===== config.mk =====
export PLATFORM = sky130hd
export DESIGN_NAME = gcd_stream_core
export DESIGN_NICKNAME = d
export VERILOG_FILES = /design/src/rtl/gcd_stream_core_pkg.sv /design/src/rtl/gcd_stream_core_operand_cond.sv /design/src/rtl/gcd_stream_core.sv
export SDC_FILE = /design/constraint.sdc
export NUM_CORES = 1
export LEC_CHECK = 0
export ABC_AREA = 1
export CORE_AREA = 2 2 79 81
export CTS_BUF_LIST = sky130_fd_sc_hd__clkbuf_16
export DETAILED_ROUTE_END_ITERATION = 8
export DIE_AREA = 0 0 81 83
export DONT_BUFFER_PORTS = 1
export PLACE_DENSITY = 0.82
export SLEW_MARGIN = 20
export SYNTH_ARGS = -nofsm -noshare
export SYNTH_HDL_FRONTEND = slang
export SYNTH_SLANG_ARGS = --single-unit

===== constraint.sdc =====
create_clock -name CLOCK_125_p -period 6.15 [get_ports CLOCK_125_p]
set_input_delay 1.23 -clock CLOCK_125_p [delete_from_list [all_inputs] [get_ports CLOCK_125_p]]
set_output_delay 1.23 -clock CLOCK_125_p [all_outputs]
set_load 0.05 [all_outputs]

===== src/rtl/gcd_stream_core_pkg.sv =====
// Shared definitions for the handshaked GCD engine: FSM state encoding,
// algorithm selectors and a saturating-increment helper.
package gcd_stream_core_pkg;

  typedef enum logic [1:0] {
    ST_IDLE = 2'd0,
    ST_LOAD = 2'd1,
    ST_RUN  = 2'd2,
    ST_DONE = 2'd3
  } state_t;

  localparam int ALGO_SUB   = 0;
  localparam int ALGO_STEIN = 1;

  // Generic so it can serve any counter width without a per-width copy.
  function automatic logic [31:0] sat_inc(input logic [31:0] value, input logic [31:0] max_value);
    return (value >= max_value) ? max_value : value + 32'd1;
  endfunction

endpackage


===== src/rtl/gcd_stream_core_operand_cond.sv =====
// Combinational operand conditioning: converts a raw operand pair to unsigned
// magnitudes (two's complement when SIGNED_IN=1) and flags zero operands.
module gcd_operand_cond #(
  parameter int WIDTH     = 8,
  parameter int SIGNED_IN = 1
) (
  input  logic [WIDTH-1:0] i_a,
  input  logic [WIDTH-1:0] i_b,
  output logic [WIDTH-1:0] o_mag_a,
  output logic [WIDTH-1:0] o_mag_b,
  output logic             o_a_zero,
  output logic             o_b_zero
);

  // The most negative value negates onto itself, whose unsigned reading is
  // exactly its magnitude, so no extra bit is needed.
  assign o_mag_a  = ((SIGNED_IN != 0) && i_a[WIDTH-1]) ? -i_a : i_a;
  assign o_mag_b  = ((SIGNED_IN != 0) && i_b[WIDTH-1]) ? -i_b : i_b;
  assign o_a_zero = (i_a == '0);
  assign o_b_zero = (i_b == '0);

endmodule


===== src/rtl/gcd_stream_core.sv =====
// Handshaked iterative GCD engine: captures an operand pair, reduces it by
// subtractive Euclid or binary Stein, and reports |gcd| with an iteration count.
module gcd_stream_core
  import gcd_stream_core_pkg::*;
#(
  parameter int WIDTH     = 8,
  parameter int SIGNED_IN = 1,
  parameter int ALGO      = 1,
  parameter int CNT_W     = 8
) (
  input  logic             CLOCK_125_p,
  input  logic             rst_n,
  input  logic             in_valid,
  output logic             in_ready,
  input  logic [WIDTH-1:0] a_in,
  input  logic [WIDTH-1:0] b_in,
  output logic             out_valid,
  input  logic             out_ready,
  output logic [WIDTH-1:0] gcd_out,
  output logic [CNT_W-1:0] cycles_out,
  output logic             err_zero,
  output logic             busy
);

  localparam int K_W = (WIDTH > 1) ? $clog2(WIDTH) : 1;
  localparam logic [31:0] CNT_MAX = 32'((64'd1 << CNT_W) - 64'd1);

  state_t           r_state;
  state_t           w_state_next;
  logic [WIDTH-1:0] r_a;
  logic [WIDTH-1:0] r_b;
  logic [K_W-1:0]   r_k;
  logic [CNT_W-1:0] r_count;
  logic [WIDTH-1:0] r_gcd;
  logic [CNT_W-1:0] r_cycles;
  logic             r_err_zero;

  logic [WIDTH-1:0] w_mag_a;
  logic [WIDTH-1:0] w_mag_b;
  logic             w_a_zero;
  logic             w_b_zero;
  logic             w_accept;
  logic             w_run_done;
  logic [WIDTH-1:0] w_run_gcd;
  logic [WIDTH-1:0] w_a_step;
  logic [WIDTH-1:0] w_b_step;
  logic [K_W-1:0]   w_k_step;
  logic [CNT_W-1:0] w_count_inc;

  // In LOAD, r_a/r_b still hold the raw captured operands.
  gcd_operand_cond #(
    .WIDTH    (WIDTH),
    .SIGNED_IN(SIGNED_IN)
  ) u_operand_cond (
    .i_a     (r_a),
    .i_b     (r_b),
    .o_mag_a (w_mag_a),
    .o_mag_b (w_mag_b),
    .o_a_zero(w_a_zero),
    .o_b_zero(w_b_zero)
  );

  assign w_accept    = in_valid && (r_state == ST_IDLE);
  assign w_run_done  = (ALGO == ALGO_SUB) ? (r_b == '0) : (r_a == '0);
  assign w_run_gcd   = (ALGO == ALGO_SUB) ? r_a : (r_b << r_k);
  assign w_count_inc = CNT_W'(sat_inc(32'(r_count), CNT_MAX));

  assign in_ready   = (r_state == ST_IDLE);
  assign out_valid  = (r_state == ST_DONE);
  assign busy       = (r_state == ST_LOAD) || (r_state == ST_RUN);
  assign gcd_out    = r_gcd;
  assign cycles_out = r_cycles;
  assign err_zero   = r_err_zero;

  // NOTE: every signal driven here gets a default first so no path leaves it
  // unassigned; a missing default would infer a latch.
  always_comb begin
    w_state_next = r_state;
    case (r_state)
      ST_IDLE: if (w_accept) w_state_next = ST_LOAD;
      ST_LOAD: w_state_next = (w_a_zero || w_b_zero) ? ST_DONE : ST_RUN;
      ST_RUN:  if (w_run_done) w_state_next = ST_DONE;
      ST_DONE: if (out_ready) w_state_next = ST_IDLE;
      default: w_state_next = ST_IDLE;
    endcase
  end

  // One reduction step; the compares guard each subtraction against underflow.
  always_comb begin
    w_a_step = r_a;
    w_b_step = r_b;
    w_k_step = r_k;
    if (ALGO == ALGO_SUB) begin
      if (r_a > r_b) w_a_step = r_a - r_b;
      else           w_b_step = r_b - r_a;
    end else begin
      if (!r_a[0] && !r_b[0]) begin
        w_a_step = r_a >> 1;
        w_b_step = r_b >> 1;
        w_k_step = r_k + K_W'(1);
      end else if (!r_a[0]) begin
        w_a_step = r_a >> 1;
      end else if (!r_b[0]) begin
        w_b_step = r_b >> 1;
      end else if (r_a >= r_b) begin
        w_a_step = r_a - r_b;
      end else begin
        w_b_step = r_b - r_a;
      end
    end
  end

  // NOTE: registered state uses non-blocking assignments so every flop
  // samples pre-edge values regardless of block ordering.
  always_ff @(posedge CLOCK_125_p or negedge rst_n) begin
    if (!rst_n) r_state <= ST_IDLE;
    else        r_state <= w_state_next;
  end

  always_ff @(posedge CLOCK_125_p or negedge rst_n) begin
    if (!rst_n) begin
      r_a        <= '0;
      r_b        <= '0;
      r_k        <= '0;
      r_count    <= '0;
      r_gcd      <= '0;
      r_cycles   <= '0;
      r_err_zero <= 1'b0;
    end else begin
      case (r_state)
        ST_IDLE: begin
          if (w_accept) begin
            r_a <= a_in;
            r_b <= b_in;
          end
        end
        ST_LOAD: begin
          r_a        <= w_mag_a;
          r_b        <= w_mag_b;
          r_k        <= '0;
          r_count    <= '0;
          r_err_zero <= w_a_zero && w_b_zero;
          if (w_a_zero || w_b_zero) begin
            r_gcd    <= w_a_zero ? w_mag_b : w_mag_a;
            r_cycles <= '0;
          end
        end
        ST_RUN: begin
          if (w_run_done) begin
            r_gcd    <= w_run_gcd;
            r_cycles <= r_count;
          end else begin
            r_a     <= w_a_step;
            r_b     <= w_b_step;
            r_k     <= w_k_step;
            r_count <= w_count_inc;
          end
        end
        default: ;
      endcase
    end
  end

endmodule


Word-level counts from Yosys, hierarchy flattened:

Cells that the tools add are included.
Widths: inputs -> output; s select.

* $lt $le $gt $ge: 2
* reductions and logical operators: 20
* mux-type cells: 34
* equal/unequal tests: 13
* shift-type cells: 1
* add/sub/neg operators: 6

Operators with widths (count)
* $mux 8: 21
* $pmux 8 s2: 3
* $pmux 8 s3: 2
* $logic_not 8->1: 2
* $neg 8->8: 2
* $sub 8x8->8: 2
* $reduce_and 3->1: 4
* $reduce_and 5->1: 2
* $add 8x1->8 const B: 1
* $ge 8x8->1: 1
* $ge 8x8->1 const B: 1
* $ne 2x1->1 const B: 4
* $pmux 2 s4: 1
* $shl 8x3->8: 1
* $mux 2: 3
* $mux 3: 2
* $pmux 3 s2: 1
* $eq 2x2->1 const B: 2
* $ne 2x2->1 const B: 2
* $ne 4x2->1 const B: 1
* $ne 4x3->1 const B: 1
* $ne 4x4->1 const B: 1
* $reduce_and 4->1: 1
* $add 3x1->3 const B: 1
* 10 further kinds: 14

* output and inout port bits: 20
* word-level logic and storage cells: 86
* register bits after elaboration: 46
* input port bits: 20

Logic depth before layout (Yosys ltp):

Gate-level depths: netlist (run 1).

* depth after elaboration: 7
* mapped depth: 16
* depth with buffers taken out: 15

Modules after synthesis:

From an unflattened synthesis (run 1), not the netlist that was laid out.

* cell total of the unflattened synthesis: 654
* area, all modules: 4227.8 µm²

By module, submodules not included
* gcd_stream_core: area each 3826.2 µm², sequential area each 1151.1 µm², instances 1, cells each 574
* gcd_operand_cond: area each 401.6 µm², sequential area each 0.0 µm², instances 1, cells each 80

Worst setup path after synthesis (run 1):

Ideal clock, no wire load.

* kind: reg-to-output
* from: register r_state[0]
* to: output port busy
* arrival time: 1.016 ns
* cell stages (with the launch flop): 3
* path slack: 3.904 ns
* buffers on the path: 0
* data required time: 4.920 ns
* path through: dfrtp_1 -> inv_1 -> ha_1

* longest elaborated chain between the ends: 2
* elaborated cells on any way between the ends: 3
* classes of those cells: 2 x eq/ne; 1 x reduce/logical

RTL lines
* start: declaration: RTL line gcd_stream_core.sv:28 `state_t r_state;`
* start signal: assignment: RTL line gcd_stream_core.sv:117 `else r_state <= w_state_next;`
* $eq 2x1->1 / $eq 2x2->1 (equally long branches): RTL line gcd_stream_core.sv:70 `assign busy = (r_state == ST_LOAD) || (r_state == ST_RUN);`
* $logic_or 1x1->1 (*): RTL line gcd_stream_core.sv:70
* end: declaration: RTL line gcd_stream_core.sv:22 `output logic busy`

Every way passes the cells marked *; elsewhere a longest branch is shown, timed or not.

Final worst setup path (run 1):

Same ends and word-level chain as after synthesis.

==> results.md, run 1 <==
* Drt pass-1 iters at 7
* WHS at 0.569 ns
* Postcts setup bufs at 0
* Number of nets with antenna violations after routing at 0
* Max Buffers Root-to-Sink at 2
* Final WL at 10800 microns
* DR top layer: met4
* Reg2Reg Depth at 15
* Die area at 6720 sq um
* Root Buffer: clkbuf_16
* Die height at 83 microns
* TritonCTS Sinks at 46
* CP Launch Type: flip-flop
* Syn Inst Count at 617
* Final setup fails at 0
* Drt via density at 5.89
* Yosys reg bits at 46
* Die X-Extent at 81 microns
* Worst Setup SP: r_state[0]
* Fillers at 523
* Hold path startpoint: r_state[0]
* Post-synth top area share at 0.285
* Slew @ Worst Pin at 0.845 ns
* Mapped cell area at 4040 sq um
* RR Endpoint: r_b[2]
* Worst Skew at 0.00610 ns
* Synth area leader: dfrtp_1
* Placed Area at 4050 sq um
* Clock transition at path regs at 0.07 ns
* Top FF cell, synth: dfrtp_1
* Layout area overhead at 4.00%
* Largest net degree at the start of global routing at 47
* Overall Global Routing Usage at 0.336
* Unrepaired setup endpoints after global routing: no
* # IOs at 40
* Fin crit share at 0.504
* Hold_buf cts at 0
* Ys Warns at 0
* Vias in the first global route at 3825
* Nets at 656
* Syn avg cell area at 6.54 sq um
* Antenna diode count at 0
* Wire length on met2 at 5140 microns
* Hold path depth at 2
* H-tree depth at 2
* Met1 WL at 4520 microns
* Hpwl dp at 8310 microns
* Layout cell share with drive strength beyond 1 at 0.0753
* Rows at 28
* Initial antenna violation count at 0
* WL/cell at 15.8 microns
* Sequential share of the synthesized area at 0.285
* Min cycle time layout at 3.10 ns
* Initial core utilization at 0.694
* Asr flop ratio synth at 1.00
* Setup TNS at 0 ns
* Port Buffers at 0
* Slew Viols, Final at 0
* Crit end category: output port
* Routability cong. at 0.940
* Reg-to-reg slack, setup at 3.54 ns
* Resized Gates After CTS at 0
* Hold endpoint: r_state[0]
* Met3 WL post-DR at 714 microns
* Clk_lat worst skew at 0.29 ns
* Critical path type: flip-flop to output port
* Worst-path fanout max at 22
* Syn Nets at 663
* Status: finished clean
* CORE AREA at 5820 sq um
* CP Data Arrival Time at 1.87 ns
* Max-slew headroom at 0.437
* Reg-to-Reg Start: r_a[0]
* Post-synthesis cell type count at 39
* CP required at 4.92 ns
* FF/Latch Area at 1150 sq um
* Initial DRC count at 263
* Commonest non-fill, non-tap cells in the layout: 197 x nand2_1, 69 x inv_1, 60 x nor2_1
* Hold Path Class: flip-flop to flip-flop
* Final hold vios at 0
* EDFF count, synth at 0
* Residual DRC count at 0
* Total number of vias at 4043
* Area of the multi-input gates at 2510 sq um
* Cts bufs inserted at 5
* CTS tree: yes
* First-pass GRT wire length at 17800 microns
* Largest cells by area after synthesis: dfrtp_1 29%, nand2_1 18%, ha_1 7.4%
* Max-cap violations at 0
* Most common cell after layout, fill and taps aside: nand2_1
* Grt ovf at 0
* Post-route cell area at 4200 sq um
* Peak Freq at 0.323 GHz
-- routing by layer --
layer | track usage | up-vias
li1 | - | 1981
met1 | 0.427 | 1851
met2 | 0.548 | 175
met3 | 0.0522 | 36
met4 | 0.165 | 0
met5 | 0 | -
-- synthesized netlist by cell type, types with 2 or more instances --
cell type and count:
a21oi_1 25, a21oi_2 2, a31oi_1 2, buf_2 2
buf_4 2, buf_6 3, clkbuf_1 7, dfrtp_1 46
fa_1 2, ha_1 24, inv_1 69, inv_2 5
nand2_1 197, nand2_2 5, nand2_4 2, nand3_1 37
nand3_2 3, nand4_1 15, nor2_1 60, nor2_2 4
nor2_4 2, nor3_1 2, o211ai_1 4, o21ai_0 47
o21ai_1 10, o22ai_1 8, o31ai_1 2, or2_2 9
xnor2_1 2, xor2_1 10
-- stage by stage --
| step | setup slack [ns] | utilization | std cells |
|---|---|---|---|
| 3_3_place_gp | 3.45 | 0.696 | 678 |
| 5_1_grt | 2.97 | 0.722 | 686 |
| 4_1_cts | 3.07 | 0.722 | 686 |
| 3_5_place_dp | 3.39 | 0.696 | 678 |
| 2_1_floorplan | 3.90 | - | 617 |
| 6_report | 3.05 | 0.722 | 686 |
-- worst max path at each step --
stage | endpoint | cells past startpoint | slack [ns]
global route | busy | 3 | 2.97
finish | busy | 3 | 3.05
global placement | busy | 3 | 3.45
floorplan | busy | 2 | 3.90
CTS | busy | 3 | 3.07
detailed placement | busy | 3 | 3.39
-- registers in the layout, summed over array words and instances (netlist names) --
name / flops
cycles_out: 8
gcd_out: 8
r_a: 8
r_b: 8
r_count: 8
r_k: 3
r_state: 2
err_zero: 1
-- cell families after synthesis --
kind of cell             Yosys count  share of synthesized area
AND/OR/NAND/NOR                  339                      0.371
XOR/XNOR                          12                     0.0260
buffers and inverters             90                     0.0930
AO/OA/AOI/OAI                    104                      0.141
flip-flops                        46                      0.285
adder cells (fa/ha/maj)           26                     0.0843
-- area by class of cell --
cell class	count	area share
clock buffers	5	0.0298
clock inverters	3	0.00566
inverters	75	0.0683
multi-input cells	481	0.598
flip-flops and latches	46	0.274
well taps	75	0.0224
repair buffers	1	0.00179
-- worst max-delay path, stage by stage, from the launching register on --
cell and delay, ns:
dfrtp_1 0.41, inv_1 0.08, ha_1 0.71, buf_4 0.37
Power of run 1 is left out: the tool's default activity adds up to more than one toggle a clock period on the data nets, which glitch-free logic cannot reach.
==> run 2, diff against run 1 <==
- ABC_AREA: 1 -> 0
- CORE_AREA: 2 2 79 81 -> 2 2 86 88
- DIE_AREA: 0 0 81 83 -> 0 0 88 90
- PLACE_DENSITY: 0.82 -> 0.73
- clock period: 6.15 -> 2.59 ns (I/O delays scaled with it)
==> run 2 against run 1 <==
Hold slack worse by 0.50 ns. Flip-flop and latch count stayed put. Area after synthesis is 0.96% lower. Sequential share of layout area is 1.5 points lower. Clock skew is 0.0018 ns lower. Count of clock-buffer cells in the layout stayed put. Non-clock buffer count is 37 higher. First-iteration DRC count is 22% higher. Critical path type is now flip-flop to flip-flop.
==> results.md, run 2 <==
* Status: finished clean
* Max incr delay on CP at 0.48 ns (-0.23 ns)
* Largest net degree at the start of global routing at 47 (unchanged)
* Synth area leader: dfrtp_1
* CP Launch Type: flip-flop
* Syn avg cell area at 8.42 sq um (+29%)
* Antenna diode count at 0 (unchanged)
* Asr flop ratio synth at 1.00 (unchanged)
* Final setup fails at 0 (unchanged)
* Initial antenna violation count at 0 (unchanged)
* Syn Nets at 521 (-21%)
* Layout area overhead at 11.3%
* Post-synth top cells: 46 x dfrtp_1, 41 x o21ai_0, 34 x nand2_1, 34 x nor2_1
* First-pass GRT wire length at 19100 microns (+7.0%)
* Vias in the first global route at 3683 (-3.7%)
* Grt ovf at 0 (unchanged)
* # IOs at 40 (unchanged)
* EDFF count, synth at 0 (unchanged)
* Cell with the most instances after synthesis: dfrtp_1
* Drt via density at 6.61 (+12%)
* Overall Global Routing Usage at 0.306 (-0.0305)
* CORE AREA at 7020 sq um (+21%)
* H-tree depth at 2 (unchanged)
* Sequential share of the synthesized area at 0.288 (+0.00277)
* WL/cell at 19.9 microns (+26%)
* Fin crit share at 0.956
* Hpwl dp at 8740 microns (+5.2%)
* Residual DRC count at 0 (unchanged)
* Area of the multi-input gates at 2610 sq um (+4.1%)
* Post-synth top area share at 0.288 (+0.00277)
* WP buf/inv at 1 (-1)
* Ys Warns at 0 (unchanged)
* CP Data Arrival Time at 2.65 ns (+0.78 ns)
* Slew @ Worst Pin at 0.543 ns (-0.302 ns)
* Syn Inst Count at 475 (-23%)
* Post-synthesis cell type count at 69 (+77%)
* Top FF cell, synth: dfrtp_1
* Slew Viols, Final at 0 (unchanged)
* Max-cap violations at 0 (unchanged)
* CTS tree: yes
* FF/Latch Area at 1150 sq um (unchanged)
* Clock transition at path regs at 0.07 ns (about the same)
* Initial DRC count at 320 (+22%)
* Peak Freq at 0.404 GHz
* Postcts setup bufs at 0 (unchanged)
* Die X-Extent at 88 microns (+8.6%)
* Unrepaired setup endpoints after global routing: no
* WHS at 0.0718 ns (-0.497 ns)
* Final Util at 0.634 (-0.0882)
* Drt pass-1 iters at 6 (-1)
* Yosys reg bits at 46 (unchanged)
* Crit end category: flip-flop
* Nets at 536 (-18%)
* Largest cells by area after synthesis: dfrtp_1 29%, ha_1 7.5%, o21ai_0 5.1%
* Worst-path fanout max at 10 (-55%)
* Final WL at 11800 microns (+8.8%)
* Initial core utilization at 0.569 (-0.125)
* Root Buffer: clkbuf_16
* Max-slew headroom at 0.638 (+0.201)
* Setup TNS at 0 ns (unchanged)
* Number of nets with antenna violations after routing at 0 (unchanged)
* Crit path cell chain: inv_1, ha_1, nor4b_1, a2111oi_1, o311ai_0, a221oi_1, o31ai_1
* Hold Path Class: input pin to asynchronous set/reset pin
* Layout cell share with drive strength beyond 1 at 0.132 (+0.0571)
* Total number of vias at 3900 (-3.5%)
* Reg2Reg Depth at 7 (-8)
* Port Buffers at 0 (unchanged)
* Routability cong. at 1.07 (+13%)
* Die area at 7920 sq um (+18%)
* Critical path's slowest cell: a2111oi_1
* Clk_lat worst skew at 0.29 ns (about the same)
* Commonest non-fill, non-tap cells in the layout: 46 x dfrtp_1, 41 x o21ai_0, 37 x buf_4
* Rows at 31 (+11%)
* Worst Skew at 0.00427 ns (-0.00183 ns)
* Fillers at 620 (+19%)
* Critical path type: flip-flop to flip-flop
* Final hold vios at 0 (unchanged)
* Top delay family on crit path: compound AO/OA/AOI/OAI gates
* Cts bufs inserted at 5 (unchanged)
* Mapped cell area at 4000 sq um (-0.96%)
* Max Buffers Root-to-Sink at 2 (unchanged)
* Die height at 90 microns (+8.4%)
* CP required at 2.76 ns (-2.16 ns)
* Most common cell after layout, fill and taps aside: dfrtp_1
* WP depth at 7 (+4)
* TritonCTS Sinks at 46 (unchanged)
* Min cycle time layout at 2.48 ns
-- run 2: cells by family after synthesis --
logic type / Yosys count / synth area share
XOR/XNOR: 18 / 0.0394
flip-flops: 46 / 0.288
adder cells (fa/ha/maj): 26 / 0.0851
AND/OR/NAND/NOR: 140 / 0.188
AO/OA/AOI/OAI: 178 / 0.307
buffers and inverters: 58 / 0.0626
multiplexers: 9 / 0.0294
-- run 2: cell type report --
cell class | instances | area share
clock inverters | 3 | 0.00534
clock buffers | 5 | 0.0281
multi-input cells | 371 | 0.588
inverters | 28 | 0.0236
well taps | 99 | 0.0278
flip-flops and latches | 46 | 0.259
repair buffers | 38 | 0.0686
-- run 2: final timing paths --
| kind | startpoint | endpoint | slack (ns) |
|---|---|---|---|
| min in group CLOCK_125_p | b_in[6] | r_b[6] | 0.40 |
| max in group asynchronous | rst_n | r_count[5] | 2.31 |
| setup reg to reg | r_a[6] | r_a[6] | 0.11 |
| hold / removal | rst_n | gcd_out[3] | 0.07 |
| hold reg to reg | r_count[4] | cycles_out[4] | 0.58 |
| setup / recovery | r_a[6] | r_a[6] | 0.11 |
-- run 2: per-stage QoR --
step / setup WS, ns / instances / cell area [sq um]
global placement: 0.0907 / 581 / 4250
CTS: 0.0824 / 590 / 4430
floorplan: 0.0556 / 475 / 4000
finish: 0.114 / 590 / 4450
detailed placement: 0.106 / 581 / 4250
global route: 0.00126 / 590 / 4450
-- run 2: layer usage --
metal,track usage,routed length [microns],up-vias
met5,0,0,-
met4,0.136,481,0
met3,0.0670,800,38
met2,0.470,5510,190
met1,0.407,4960,1860
li1,-,-,1812
-- run 2: what timing repair did --
item / 4_1_cts / 5_1_grt
hold buffers: 1 / 0
gates resized for setup: 0 / 5
hold endpoints to repair: 46 / 0
setup endpoints to repair: 0 / 10
-- run 2: worst register-to-register path, stage by stage (launching register included) --
cell and delay (ns):
dfrtp_1 0.38, inv_1 0.20, ha_1 0.40, nor4b_1 0.21, a2111oi_1 0.48, o311ai_0 0.27
a221oi_1 0.31, o31ai_1 0.11
Power of run 2 is left out for the same reason.
